`src/rtl/apb_pkg.sv`:
```
// Shared definitions for the APB4 requester: FSM states, alignment mask
// and the encoding of why a response carries an error.
package apb_pkg;

   typedef enum logic [1:0] {
      ST_IDLE   = 2'd0,
      ST_SETUP  = 2'd1,
      ST_ACCESS = 2'd2,
      ST_RESP   = 2'd3
   } state_e;

   localparam logic [1:0] APB_ALIGN_MASK = 2'b11;

   typedef enum logic [1:0] {
      CAUSE_NONE    = 2'd0,
      CAUSE_SLVERR  = 2'd1,
      CAUSE_TIMEOUT = 2'd2,
      CAUSE_ALIGN   = 2'd3
   } err_cause_e;

   function automatic logic cause_err(err_cause_e c);
      return c != CAUSE_NONE;
   endfunction

   function automatic logic cause_tmo(err_cause_e c);
      return c == CAUSE_TIMEOUT;
   endfunction

endpackage

```
`src/rtl/apb_watchdog.sv`:
```
// Saturating PREADY wait counter; o_expired flags the last allowed
// ACCESS cycle. TIMEOUT of 0 disables it.
module apb_watchdog
   import apb_pkg::*;
#(
   parameter int TIMEOUT = 16
) (
   input  logic i_clk,
   input  logic i_clr,
   input  logic i_en,
   output logic o_expired
);

   localparam int CW = (TIMEOUT > 0) ? $clog2(TIMEOUT + 1) : 1;
   localparam logic [CW-1:0] SAT  = CW'(TIMEOUT);
   localparam logic [CW-1:0] LAST = CW'((TIMEOUT > 0) ? TIMEOUT - 1 : 0);

   logic [CW-1:0] r_cnt;

   always_ff @(posedge i_clk) begin
      if (i_clr)
         r_cnt <= '0;
      else if (i_en && (r_cnt != SAT))
         r_cnt <= r_cnt + CW'(1);
   end

   assign o_expired = (TIMEOUT != 0) && (r_cnt == LAST);

endmodule

```
`src/rtl/apb_master.sv`:
```
// APB4 requester: turns a valid/ready command into one APB transfer and
// returns the outcome on a valid/ready response channel.
module apb_master
   import apb_pkg::*;
#(
   parameter int ADDR_W  = 12,
   parameter int DATA_W  = 32,
   parameter int TIMEOUT = 16
) (
   input  logic                sys_clk,
   input  logic                sys_rst,
   input  logic                cmd_valid,
   output logic                cmd_ready,
   input  logic                cmd_write,
   input  logic [ADDR_W-1:0]   cmd_addr,
   input  logic [DATA_W-1:0]   cmd_wdata,
   input  logic [DATA_W/8-1:0] cmd_strb,
   output logic                rsp_valid,
   input  logic                rsp_ready,
   output logic [DATA_W-1:0]   rsp_rdata,
   output logic                rsp_err,
   output logic                rsp_timeout,
   output logic                m_psel,
   output logic                m_penable,
   output logic                m_pwrite,
   output logic [ADDR_W-1:0]   m_paddr,
   output logic [DATA_W-1:0]   m_pwdata,
   output logic [DATA_W/8-1:0] m_pstrb,
   input  logic [DATA_W-1:0]   m_prdata,
   input  logic                m_pready,
   input  logic                m_pslverr
);

   localparam int SW = DATA_W / 8;

   state_e            r_state;
   logic              r_cmd_ready;
   logic              r_rsp_valid;
   logic [DATA_W-1:0] r_rsp_rdata;
   logic              r_rsp_err;
   logic              r_rsp_timeout;
   logic              r_psel;
   logic              r_penable;
   logic              r_pwrite;
   logic [ADDR_W-1:0] r_paddr;
   logic [DATA_W-1:0] r_pwdata;
   logic [SW-1:0]     r_pstrb;

   logic w_fire;
   logic w_misaligned;
   logic w_wd_clr;
   logic w_wd_en;
   logic w_expired;

   assign w_fire       = cmd_valid && r_cmd_ready;
   assign w_misaligned = |(cmd_addr[1:0] & APB_ALIGN_MASK);
   assign w_wd_clr     = sys_rst || ((r_state == ST_RESP) && rsp_ready);
   assign w_wd_en      = (r_state == ST_ACCESS) && !m_pready;

   apb_watchdog #(.TIMEOUT(TIMEOUT)) u_wd (
      .i_clk     (sys_clk),
      .i_clr     (w_wd_clr),
      .i_en      (w_wd_en),
      .o_expired (w_expired)
   );

   always_ff @(posedge sys_clk) begin
      if (sys_rst) begin
         r_state       <= ST_IDLE;
         r_cmd_ready   <= 1'b1;
         r_rsp_valid   <= 1'b0;
         r_rsp_rdata   <= '0;
         r_rsp_err     <= 1'b0;
         r_rsp_timeout <= 1'b0;
         r_psel        <= 1'b0;
         r_penable     <= 1'b0;
         r_pwrite      <= 1'b0;
         r_paddr       <= '0;
         r_pwdata      <= '0;
         r_pstrb       <= '0;
      end else begin
         unique case (r_state)
            ST_IDLE: begin
               r_cmd_ready <= 1'b1;
               if (w_fire) begin
                  r_cmd_ready <= 1'b0;
                  if (w_misaligned) begin
                     r_state       <= ST_RESP;
                     r_rsp_valid   <= 1'b1;
                     r_rsp_rdata   <= '0;
                     r_rsp_err     <= cause_err(CAUSE_ALIGN);
                     r_rsp_timeout <= cause_tmo(CAUSE_ALIGN);
                  end else begin
                     r_state   <= ST_SETUP;
                     r_psel    <= 1'b1;
                     r_penable <= 1'b0;
                     r_pwrite  <= cmd_write;
                     r_paddr   <= cmd_addr;
                     r_pwdata  <= cmd_write ? cmd_wdata : '0;
                     r_pstrb   <= cmd_write ? cmd_strb : '0;
                  end
               end
            end
            ST_SETUP: begin
               r_penable <= 1'b1;
               r_state   <= ST_ACCESS;
            end
            ST_ACCESS: begin
               // PREADY wins over a watchdog firing in the same cycle
               if (m_pready) begin
                  r_psel        <= 1'b0;
                  r_penable     <= 1'b0;
                  r_rsp_valid   <= 1'b1;
                  r_rsp_rdata   <= r_pwrite ? '0 : m_prdata;
                  r_rsp_err     <= cause_err(m_pslverr ? CAUSE_SLVERR
                                                       : CAUSE_NONE);
                  r_rsp_timeout <= 1'b0;
                  r_state       <= ST_RESP;
               end else if (w_expired) begin
                  r_psel        <= 1'b0;
                  r_penable     <= 1'b0;
                  r_rsp_valid   <= 1'b1;
                  r_rsp_rdata   <= '0;
                  r_rsp_err     <= cause_err(CAUSE_TIMEOUT);
                  r_rsp_timeout <= cause_tmo(CAUSE_TIMEOUT);
                  r_state       <= ST_RESP;
               end
            end
            ST_RESP: begin
               if (rsp_ready) begin
                  r_rsp_valid   <= 1'b0;
                  r_rsp_rdata   <= '0;
                  r_rsp_err     <= 1'b0;
                  r_rsp_timeout <= 1'b0;
                  r_cmd_ready   <= 1'b1;
                  r_state       <= ST_IDLE;
               end
            end
         endcase
      end
   end

   assign cmd_ready   = r_cmd_ready;
   assign rsp_valid   = r_rsp_valid;
   assign rsp_rdata   = r_rsp_rdata;
   assign rsp_err     = r_rsp_err;
   assign rsp_timeout = r_rsp_timeout;
   assign m_psel      = r_psel;
   assign m_penable   = r_penable;
   assign m_pwrite    = r_pwrite;
   assign m_paddr     = r_paddr;
   assign m_pwdata    = r_pwdata;
   assign m_pstrb     = r_pstrb;

endmodule

```
`config.mk`:
```
export PLATFORM = sky130hd
export DESIGN_NAME = apb_master
export DESIGN_NICKNAME = d
export VERILOG_FILES = /design/src/rtl/apb_pkg.sv /design/src/rtl/apb_watchdog.sv /design/src/rtl/apb_master.sv
export SDC_FILE = /design/constraint.sdc
export NUM_CORES = 1
export LEC_CHECK = 0
export CORE_AREA = 5 5 104 106
export DETAILED_ROUTE_END_ITERATION = 10
export DIE_AREA = 0 0 109 111
export PLACE_DENSITY = 0.77
export SLEW_MARGIN = 20
export SYNTH_ARGS = -nofsm -noshare
export SYNTH_HDL_FRONTEND = slang
export SYNTH_SLANG_ARGS = --single-unit
```
`constraint.sdc`:
```
create_clock -name sys_clk -period 5 [get_ports sys_clk]
set_clock_uncertainty 0.1 [all_clocks]
set_input_delay 0.5 -clock sys_clk [delete_from_list [all_inputs] [get_ports sys_clk]]
set_output_delay 0.5 -clock sys_clk [all_outputs]
set_load 0.03 [all_outputs]
```
==> results of run 1 <==
## per-layer routing
layer / GRT usage [%] / vias to the layer above
met5: 0 / -
met3: 6.81 / 8
li1: - / 1769
met4: 3.54 / 0
met2: 27.8 / 136
met1: 22.3 / 1663
## where the power goes
part	leakage, nW	total (mW)	switching (mW)	internal (mW)
sequential	0.760	0.845	0.0387	0.806
combinational	1.23	0.730	0.396	0.334
clock	0.119	0.606	0.260	0.345
## cell usage after synthesis (all sizes together) (2+ instances only)
cell type,count
and3,3
a21oi,51
clkbuf,22
nor2b,4
nor3,4
inv,7
ha,8
o21ai,2
nand2b,3
nand2,129
mux2i,34
nand4,2
nand3,38
dfxtp,94
nor2,12
nor3b,2
xor2,2
buf,11
## worst max-delay path by stage
stage	to	cells past startpoint	startpoint
2_1_floorplan	rsp_timeout	8	u_wd.r_cnt[0]
3_3_place_gp	rsp_timeout	5	m_pready
3_5_place_dp	rsp_timeout	5	m_pready
4_1_cts	rsp_timeout	7	u_wd.r_cnt[0]
5_1_grt	rsp_timeout	7	u_wd.r_cnt[0]
6_report	rsp_timeout	7	u_wd.r_cnt[0]
## state kept, by name, indices dropped and copies added, names as in the netlist
signal	count
m_penable	1
r_state	2
rsp_rdata	32
u_wd.r_cnt	5
rsp_timeout	1
cmd_ready	1
rsp_err	1
m_pstrb	4
m_pwrite	1
m_paddr	12
m_psel	1
m_pwdata	32
rsp_valid	1
## critical path, cell delays in order (launching register included)
cell and delay [ns]:
sky130_fd_sc_hd__dfxtp_1 0.36, sky130_fd_sc_hd__ha_1 0.22, sky130_fd_sc_hd__and3_1 0.19, sky130_fd_sc_hd__ha_1 0.20
sky130_fd_sc_hd__nor3b_2 0.40, sky130_fd_sc_hd__nor4_4 0.09, sky130_fd_sc_hd__nand2b_2 0.79, sky130_fd_sc_hd__mux2_4 0.35
## stage by stage
stage / setup WS (ns) / std cells / hold slack [ns] / utilization (%)
floorplan: 2.95 / 442 / 0.370 / -
global placement: 2.10 / 719 / 0.337 / 57.5
detailed placement: 2.07 / 719 / 0.343 / 57.5
CTS: 2.17 / 734 / 0.357 / 60.0
global route: 2.05 / 734 / 0.374 / 60.0
finish: 2.20 / 734 / 0.355 / 60.0
## kinds of logic (layout without fill, tap and decap cells)
family                     count (synthesis)  after routing  synth area share, %
AOI/OAI and AO/OA                         59             59                 8.42
adders and majority gates                  8              8                 2.62
xor gates and xnor gates                   3              3                0.688
muxes                                     35             35                 9.31
and+or+nand+nor                          203            203                 23.9
DFF                                       94             94                 49.3
buffers and inverters                     40            199                 5.77
## layout make-up
cell class / count / area, sq um
fill: 876 / 3880
clock inverter: 5 / 106
inverter: 7 / 26.3
timing repair buffer: 177 / 1760
clock buffer: 10 / 138
tap: 133 / 166
sequential: 94 / 1880
multi-input combinational: 308 / 1730
==> impl_summary.md, run 1 <==
Timing
Setup violations remaining at the end of the flow were counted as 0. The number of hold violations in the final report is 0. After routing, the total negative slack on setup checks comes to 0 ns.

At the pin with the least slew margin, the transition time is 1.11 ns. The fmax is 357 MHz. The worst path uses around 56% of the clock period. The worst slew margin relative to its limit is roughly a quarter. Setup repair after global routing left no endpoint under its margin. The final count of pins violating max slew is 0. The minimum clock period is between 2 and 3 ns.

Pwr
Dividing total power by cell area gives a power density of roughly 380 nW/um^2. The overall power consumption is between 2 and 2.5 mW. IR analysis of the VDD net gives a maximum drop of between 0.2 and 0.25 mV. Summed over all cells, the static leakage comes to 2.11 nW.

Logic synthesis
The number of synthesized register bits is between 90 and 100. The area of the mapped netlist is around 3800 sq um. Counting flops with an async set or reset pin after synthesis yields a share of 0%. After technology mapping, the gate count stands at roughly 440.

For this run, the number of Yosys warnings is 0. The synthesized design spends more area on one cell type than any other, namely sky130_fd_sc_hd__dfxtp_1. Averaged over all synthesized cells, the footprint is ~8.6 sq um.

The number of synthesized flops with an enable pin is 0. The sequential area share after synthesis is 49.3%. The top flip-flop cell by instance count after synthesis is sky130_fd_sc_hd__dfxtp_1.

The share of synthesized area in the top cell type comes to 49.3%. The number of distinct library cells after synthesis is 36. After synthesis, the cell types taking the most area are sky130_fd_sc_hd__dfxtp_1, sky130_fd_sc_hd__nand2_1, sky130_fd_sc_hd__mux2i_1. Synthesis produced a netlist with a net count of ~540.

Clock network
Buffers added to address setup during post-CTS repair amount to 0. The maximum count of clock buffers along a single path is 2. The clock drives between 90 and 100 sinks.

TritonCTS built the clock tree. After clock tree synthesis, the clock-pin slew on the worst setup and hold paths is 0.09 ns. The number of gates resized after CTS is 0. The clock network latency to the later pin of the worst-skew pair is around 0.34 ns. Buffers inserted during clock tree synthesis total 9. The number of hold buffers added after CTS is 0. The root cell of the clock tree is sky130_fd_sc_hd__clkbuf_8. The H-tree level count is 3.

Detailed routing
The top layer used by detailed routing is met4. The overall via count from detail_route is around 3600. The total length of routed met2 wires is between 4000 and 5000 um. Summed over all layers, the routed wires come to 10700 um. In the final routing, the length of wire on met1 measures between 4000 and 5000 um.

The detail-routed net length per standard cell is about 15 um. The remaining design rule violation count is 0. The DRC marker count from the first detailed-route iteration is 195. The wire length on met3 is between 1000 and 1500 um. In this run the remaining antenna-violating nets after routing total 0. The routed via count divided by cell count is roughly 5. The number of iterations in the first detailed-routing pass is 4.

Placed design
Detailed placement ended at an HPWL of about 8000 um. The cell area reported after detailed placement is 5560 sq um. The congestion estimate from routability-driven global placement came to about 0.77.

The total of buffers placed on input and output ports is between 150 and 200.

Floorplan
The chip width is roughly 110 um. The die height is roughly 110 um. The row count is 36. Once the floorplan was initialized, standard cells occupied about two fifths of the core. The total die area is between 10000 and 15000 sq um.

The region available for standard cell placement spans ~9700 sq um. The count of pins on the block boundary is between 150 and 200.

Setup path
The endpoint of the worst register-to-register path is rsp_timeout. Counting cells, the worst reg-to-reg path comes to 7. The slack of the worst reg-to-reg path is ~2.2 ns. At the worst endpoint, the required time is about 5.1 ns. STA classifies the critical path endpoint as a flop. At the worst endpoint, the arrival time is around 2.9 ns. The sort of element at the start of the critical path is a flop.

The startpoint identified for the worst register-to-register timing path is u_wd.r_cnt[0]. Along the worst path, the maximum fanout reaches 34. The startpoint-to-endpoint class of the critical path is reg2reg.

Hold path
The worst hold path depth is 2. The type of the most critical hold path is reg2reg. The worst min-delay path startpoint is m_pwdata[2].

The path with the worst hold slack has its endpoint at m_pwdata[2].

Finish
For this run, the post-layout net count is ~690. In the layout the commonest cells are sky130_fd_sc_hd__clkdlybuf4s50_1, sky130_fd_sc_hd__nand2_1, sky130_fd_sc_hd__dfxtp_1, sky130_fd_sc_hd__a21oi_1, sky130_fd_sc_hd__nand3_1. The fraction of final layout cells with drive strength greater than 1 is 4.83%. The summed area of non-filler cells in the final layout is 5810 sq um.

The layout overhead on the synthesized area is 52.1%. Leaving out fill and tap cells, the most frequent cell in the layout is sky130_fd_sc_hd__clkdlybuf4s50_1. The number of diodes is 0.

Global routing
For this run, the total global-route usage over all layers was measured as around 17%. The total global routing overflow is 0. The maximum number of pins on one net before global-route repair is 56. The number of antenna violations at the first check in global routing is 0.

The number of global-route vias before repair is roughly 3500. The wire length of the first global-routing pass is 17200 um.

Flow run
Max-cap violations in this run came to 0.

Run status
The run finished with clean final reports.
(Power assumes the default switching activity.)
==> run 2, diff against run 1 <==
Clock period 5 ns to 2.7 ns, I/O delays scaled along.
==> impl_summary.md, run 2 (synthesized netlist as in run 1, its figures left out) <==
Run status
Run status: finished clean (unchanged).

Timing
The number of hold violations in the final report is 0 (unchanged). The pin slew with the least headroom to its limit is 0.517 ns (was 1.11 ns). The minimum clock period is 2.22 ns (was 2.80 ns).

The share of the cycle needed by the critical path after routing is 82.3% (was 56.1%). The fmax is 450 MHz (was 357 MHz). The final count of pins violating max slew is 0 (unchanged).

The worst path setup slack after routing was 0.477 ns (was 2.20 ns). The worst hold slack across all endpoints is 0.281 ns (was 0.355 ns). The sum of negative setup slack is 0 ns (unchanged). The worst slew margin relative to its limit is 65.5% (was 26.1%). The final setup violation count is 0 (unchanged).

RSZ-0062 raised after global routing: no (unchanged).

Setup path
The largest fanout on the critical path was 33 (was 34). The number of buffers and inverters on the critical path is 1 (was 0). The cell type with the highest occurrence count on the critical path is sky130_fd_sc_hd__ha_1 (unchanged). The worst endpoint required time is 2.87 ns (was 5.14 ns). The slack of the worst reg-to-reg path is 0.48 ns (was 2.20 ns). The category of cells accounting for the largest share of critical-path delay is simple AND/OR/NAND/NOR gates (unchanged).

The worst flop-to-flop path startpoint is u_wd.r_cnt[0] (unchanged). The endpoint of the worst register-to-register path was rsp_rdata[14] (was rsp_timeout). The standard cell with the maximum stage delay on the critical path is sky130_fd_sc_hd__nor3b_2 (was sky130_fd_sc_hd__nand2b_2). The capturing element type of the critical path was a flop (unchanged). The sort of element at the start of the critical path is a flop (unchanged). The critical path arrival came to 2.40 ns (was 2.94 ns). Cells along the critical path: ha_1 > and3_1 > ha_1 > nor3b_2 > nor4_4 > nand2b_2 > buf_12 > mux2i_1 (was ha_1 > and3_1 > ha_1 > nor3b_2 > nor4_4 > nand2b_2 > mux2_4).

The startpoint-to-endpoint class of the critical path was reg2reg (unchanged). The stage delay of the slowest cell on the critical path was 0.39 ns (was 0.79 ns). The number of cells on the worst reg-to-reg path is 8 (was 7).

Global routing
The overall track demand over capacity in global routing was 17.5% (about the same). The number of global-route vias before repair is 3526 (was 3538). The met3 track utilization from global routing is 6.99% (was 6.81%). The number of antenna violations at the first check in global routing is 0 (unchanged).

The total global routing overflow is 0 (unchanged). The met1 demand-to-capacity share in global routing was 21.0% (was 22.3%). The maximum number of pins on one net before global-route repair came to 50 (was 56).

The routing usage on met2 is 28.2% (was 27.8%). The most used routing layer in global routing was met2 (unchanged). The wire length of the first global-routing pass is 17100 um (was 17200 um).

Clock network
The TritonCTS clock tree is done (unchanged). The number of buffers created by CTS is 9 (unchanged). The clock transition at the register clock pins on the worst setup and hold paths after CTS was 0.08 ns (was 0.09 ns). The buffers inserted during post-CTS setup optimization is 0 (unchanged). The count of clock tree sinks is 94 (unchanged).

The clock network latency to the later pin of the worst-skew pair is 0.34 ns (about the same). The maximum count of clock buffers along a single path came to 2 (unchanged). The H-tree level count is 3 (unchanged). The number of gates resized after CTS is 0 (unchanged). The number of hold buffers added after CTS is 0 (unchanged). The root cell of the clock tree was sky130_fd_sc_hd__clkbuf_8 (unchanged).

Floorplan
The initial standard-cell utilization of the core is 39.4% (unchanged). The die height is 111 um (unchanged). The count of pins on the block boundary was 174 (unchanged). The chip width is 109 um (unchanged). The area inside the core boundary is 9680 sq um (unchanged). The row count is 36 (unchanged).

The total die area is 12100 sq um (unchanged).

Placed design
The pre-CTS worst setup slack was 0.471 ns (was 2.07 ns). The final weighted congestion in routability-driven placement was 0.806 (was 0.773). The HPWL after detailed placement is 7880 um (was 7840 um). The total of buffers placed on input and output ports is 173 (unchanged).

Detailed routing
The routed via count divided by cell count came to 4.80 (was 4.87). The overall via count from detail_route is 3543 (was 3576). The number of iterations in the first detailed-routing pass came to 6 (was 4).

The detail-routed net length per standard cell is 14.5 um (was 14.6 um). The count of antenna-violating nets left after detailed routing is 0 (unchanged). The remaining design rule violation count is 0 (unchanged). The total wire length is 10700 um (about the same). The DRC marker count from the first detailed-route iteration is 189 (was 195).

Pwr
The cell area power density is 655 nW/um^2 (was 375 nW/um^2). The static leakage power is 2.11 nW (about the same). The overall power consumption was 3.79 mW (was 2.18 mW). The maximum VDD drop was 0.362 mV (was 0.215 mV).

Finish
The most common library cell in the layout ignoring fill and taps is sky130_fd_sc_hd__clkdlybuf4s50_1 (unchanged). The net count of the finished layout was 695 (was 692). Most used cells in the layout excluding fill and tap cells: sky130_fd_sc_hd__clkdlybuf4s50_1, sky130_fd_sc_hd__nand2_1, sky130_fd_sc_hd__dfxtp_1, sky130_fd_sc_hd__a21oi_1, sky130_fd_sc_hd__nand3_1 (unchanged). The fraction of the core area covered by cells at the end of the flow was 59.8% (was 60.0%). The number of diodes was 0 (unchanged). The fraction of final layout cells with drive strength greater than 1 came to 4.96% (was 4.83%). The layout overhead on the synthesized area was 51.7% (was 52.1%).

Hold path
The worst min-delay path startpoint is sys_rst (was m_pwdata[2]). The worst hold path depth came to 2 (unchanged). The type of the most critical hold path is in2reg (was reg2reg).

The destination of the worst hold path is r_state[1] (was m_pwdata[2]).

Flow run
The number of max-cap violations is 0 (unchanged).
[run 2: cell types whose count changed in the layout (fill, tap and decap cells not counted)]
cell / delta
sky130_fd_sc_hd__bufinv_16: -3
sky130_fd_sc_hd__buf_12: +2
sky130_fd_sc_hd__clkbuf_1: +2
sky130_fd_sc_hd__clkinv_2: +2
sky130_fd_sc_hd__buf_4: +1
sky130_fd_sc_hd__clkbuf_8: +1
sky130_fd_sc_hd__clkinv_4: +1
sky130_fd_sc_hd__clkinvlp_4: -1
sky130_fd_sc_hd__inv_1: +1
sky130_fd_sc_hd__inv_2: -1
sky130_fd_sc_hd__inv_6: -1
[run 2: cell type report]
type / instances / area [sq um]
Clock buffer: 13 / 159
Clock inverter: 3 / 18.8
Fill cell: 883 / 3890
Inverter: 7 / 26.3
Multi-Input combinational cell: 308 / 1730
Sequential cell: 94 / 1880
Tap cell: 133 / 166
Timing Repair Buffer: 180 / 1800
[run 2: worst register-to-register path: stages (launching register included)]
cell                       delay, ns
sky130_fd_sc_hd__dfxtp_1        0.35
sky130_fd_sc_hd__ha_1           0.21
sky130_fd_sc_hd__and3_1         0.19
sky130_fd_sc_hd__ha_1           0.20
sky130_fd_sc_hd__nor3b_2        0.39
sky130_fd_sc_hd__nor4_4         0.10
sky130_fd_sc_hd__nand2b_2       0.13
sky130_fd_sc_hd__buf_12         0.25
sky130_fd_sc_hd__mux2i_1        0.24
[run 2: routing by layer]
layer | vias to the layer above | share of wire, %
li1 | 1782 | -
met1 | 1609 | 42
met2 | 139 | 45
met3 | 13 | 11
met4 | 0 | 1.4
met5 | - | 0
[run 2: how the worst max path moves through the flow]
stage,start,to,cells after the start
5_1_grt,u_wd.r_cnt[0],rsp_rdata[19],8
6_report,u_wd.r_cnt[0],rsp_rdata[14],8
3_5_place_dp,u_wd.r_cnt[0],rsp_rdata[14],8
4_1_cts,u_wd.r_cnt[0],rsp_rdata[14],8
3_3_place_gp,u_wd.r_cnt[0],rsp_rdata[16],8
2_1_floorplan,u_wd.r_cnt[0],rsp_timeout,8
[run 2: through the flow]
step           cells  cell area [sq um]
5_1_grt          738               5790
3_3_place_gp     722               5610
3_5_place_dp     722               5610
4_1_cts          738               5790
6_report         738               5790
2_1_floorplan    442               3820
[run 2: report_power, final]
| part | total, mW | leakage, nW | switching, mW | internal, mW |
|---|---|---|---|---|
| logic | 1.38 | 1.26 | 0.740 | 0.639 |
| clock network | 0.846 | 0.0934 | 0.460 | 0.385 |
| registers | 1.57 | 0.760 | 0.0745 | 1.49 |
==> run 3, diff against run 2 <==
Settings changed: CORE_AREA 5 5 104 106 to 5 5 108 110, DIE_AREA 0 0 109 111 to 0 0 113 115, PLACE_DENSITY 0.77 to 0.74.
Clock period 2.7 ns to 2 ns, I/O delays scaled along.
==> impl_summary.md, run 3 (synthesized netlist as in run 1, its figures left out) <==
Run status
Run status: finished clean (unchanged).

Timing
The pin slew with the least headroom to its limit is 0.543 ns (was 0.517 ns). The sum of negative setup slack was 0 ns (unchanged). The share of the cycle needed by the critical path after routing is 96.9% (was 82.3%). The fmax came to 516 MHz (was 450 MHz). The number of hold violations in the final report is 0 (unchanged). The minimum clock period is 1.94 ns (was 2.22 ns). The final count of pins violating max slew is 0 (unchanged). The final setup violation count is 0 (unchanged).

RSZ-0062 raised after global routing: yes (was no). The worst slew margin relative to its limit is 63.8% (was 65.5%).

Placed design
The total of buffers placed on input and output ports came to 173 (unchanged). The final weighted congestion in routability-driven placement is 0.800 (was 0.806). The HPWL after detailed placement is 7980 um (was 7880 um).

The total placed cells including tap cells came to 736 (was 722).

Clock network
The count of clock tree sinks is 94 (unchanged). The number of buffers created by CTS is 9 (unchanged). The number of hold buffers added after CTS came to 0 (unchanged). The maximum count of clock buffers along a single path was 2 (unchanged). The TritonCTS clock tree is done (unchanged). The clock network latency to the later pin of the worst-skew pair came to 0.37 ns (was 0.34 ns).

The clock transition at the register clock pins on the worst setup and hold paths after CTS is 0.09 ns (was 0.08 ns). The H-tree level count is 3 (unchanged). The root cell of the clock tree is sky130_fd_sc_hd__clkbuf_8 (unchanged).

Pwr
The net switching component of the power was 1.90 mW (was 1.28 mW). The maximum VDD drop is 0.557 mV (was 0.362 mV). The cell area power density is 970 nW/um^2 (was 655 nW/um^2). The internal power component came to 3.99 mW (was 2.52 mW). The fraction of power consumed by the clock network was 24.4% (was 22.3%). The static leakage power was 2.21 nW (was 2.11 nW). The sequential fraction of design power is 36.1% (was 41.3%). The fraction of power consumed by combinational cells is 39.5% (was 36.4%). The switching share of total power is 32.2% (was 33.6%).

Detailed routing
The remaining design rule violation count is 0 (unchanged). The DRC marker count from the first detailed-route iteration is 195 (was 189). The overall via count from detail_route was 3679 (was 3543). The number of iterations in the first detailed-routing pass is 5 (was 6). The routed via count divided by cell count is 4.87 (was 4.80). The total wire length came to 11600 um (was 10700 um).

The detail-routed net length per standard cell is 15.3 um (was 14.5 um). The count of antenna-violating nets left after detailed routing came to 0 (unchanged).

Setup path
The worst endpoint required time is 2.19 ns (was 2.87 ns). The critical path arrival was 2.13 ns (was 2.40 ns). The start point of the critical path is u_wd.r_cnt[0] (unchanged). The worst flop-to-flop path startpoint was u_wd.r_cnt[0] (unchanged). The capturing element type of the critical path is a flop (unchanged). The sort of element at the start of the critical path is a flop (unchanged). The startpoint-to-endpoint class of the critical path is reg2reg (unchanged). The largest fanout on the critical path is 7 (was 33).

Global routing
The overall track demand over capacity in global routing was 17.0% (was 17.5%). The number of antenna violations at the first check in global routing is 0 (unchanged). The number of global-route vias before repair is 3624 (was 3526). The maximum number of pins on one net before global-route repair is 50 (unchanged). The total global routing overflow is 0 (unchanged). The wire length of the first global-routing pass is 17900 um (was 17100 um).

Floorplan
The area inside the core boundary is 10600 sq um (was 9680 sq um). The chip width is 113 um (was 109 um). The total die area is 13000 sq um (was 12100 sq um). The row count came to 38 (was 36). The initial standard-cell utilization of the core is 36.0% (was 39.4%).

The die height came to 115 um (was 111 um). The count of pins on the block boundary is 174 (unchanged).

Finish
The number of standard cells in the final layout excluding fillers is 755 (was 738). The layout overhead on the synthesized area is 59.1% (was 51.7%). The net count of the finished layout was 705 (was 695).

Most used cells in the layout excluding fill and tap cells: sky130_fd_sc_hd__clkdlybuf4s50_1, sky130_fd_sc_hd__nand2_1, sky130_fd_sc_hd__dfxtp_1, sky130_fd_sc_hd__a21oi_1, sky130_fd_sc_hd__nand3_1 (unchanged). The fraction of final layout cells with drive strength greater than 1 is 8.29% (was 4.96%). The count of fill cells added during filler insertion is 912 (was 883).

The number of diodes is 0 (unchanged). The most common library cell in the layout ignoring fill and taps is sky130_fd_sc_hd__clkdlybuf4s50_1 (unchanged).

Flow run
The number of max-cap violations was 0 (unchanged).

Hold path
The type of the most critical hold path was in2reg (unchanged). The worst min-delay path startpoint is sys_rst (unchanged).
run 3: worst max-delay path, cell delays in order (launching register included):
cell	delay (ns)
sky130_fd_sc_hd__dfxtp_2	0.35
sky130_fd_sc_hd__ha_4	0.16
sky130_fd_sc_hd__and3_4	0.18
sky130_fd_sc_hd__ha_4	0.16
sky130_fd_sc_hd__nor3b_4	0.24
sky130_fd_sc_hd__nor4_4	0.08
sky130_fd_sc_hd__nand2b_4	0.20
sky130_fd_sc_hd__buf_12	0.16
sky130_fd_sc_hd__mux2i_2	0.22
run 3: final cells by class:
cell class	count	area (sq um)	area share, %
Inverter	7	26.3	0.433
Sequential cell	94	1890	31.1
Timing Repair Buffer	190	1970	32.4
Multi-Input combinational cell	308	1780	29.3
Clock inverter	5	81.3	1.34
Tap cell	140	175	2.88
Clock buffer	11	151	2.49
run 3: final timing paths:
check / end / slack (ns) / depth (start not counted)
min: m_paddr[11] / 0.08 / 2
max: rsp_rdata[19] / 0.06 / 8
max reg2reg: rsp_rdata[19] / 0.06 / 8
min reg2reg: m_pwdata[26] / 0.35 / 2
run 3: per-layer routing:
layer  wire length [um]  track usage [%]  part of all wire [%]
met3               1080             7.37                   9.4
met1               4900             19.9                    42
met4                137             5.29                   1.2
met5                  0                0                     0
met2               5440             28.4                    47
run 3: power groups by stage:
stage | registers [mW] | clock network, mW | logic [mW]
finish | 2.13 | 1.44 | 2.33
global route | 2.15 | 1.56 | 2.46
CTS | 2.12 | 1.49 | 2.12
detailed placement | 2.16 | 0 | 1.97
global placement | 2.15 | 0 | 1.94
floorplan | 2.37 | 0 | 1.24
run 3: what timing repair did:
item                                    CTS  global route
resized for setup                         4            12
endpoints found under the setup margin   16            35
setup buffers                             0             0
gates cloned                              1             2
pin swaps                                 2             3
run 3: through the flow:
step           hold WS, ns  worst slack [ns]  area [sq um]  power (mW)  util, %
2_1_floorplan        0.236           0.00214          3830        3.60        -
3_3_place_gp         0.338            0.0861          5710        4.09     53.8
3_5_place_dp         0.344            0.0100          5710        4.13     53.8
4_1_cts             0.0399           0.00418          5970        5.72     56.3
5_1_grt             0.0506           -0.0512          6070        6.17     57.3
6_report            0.0752            0.0611          6070        5.89     57.3
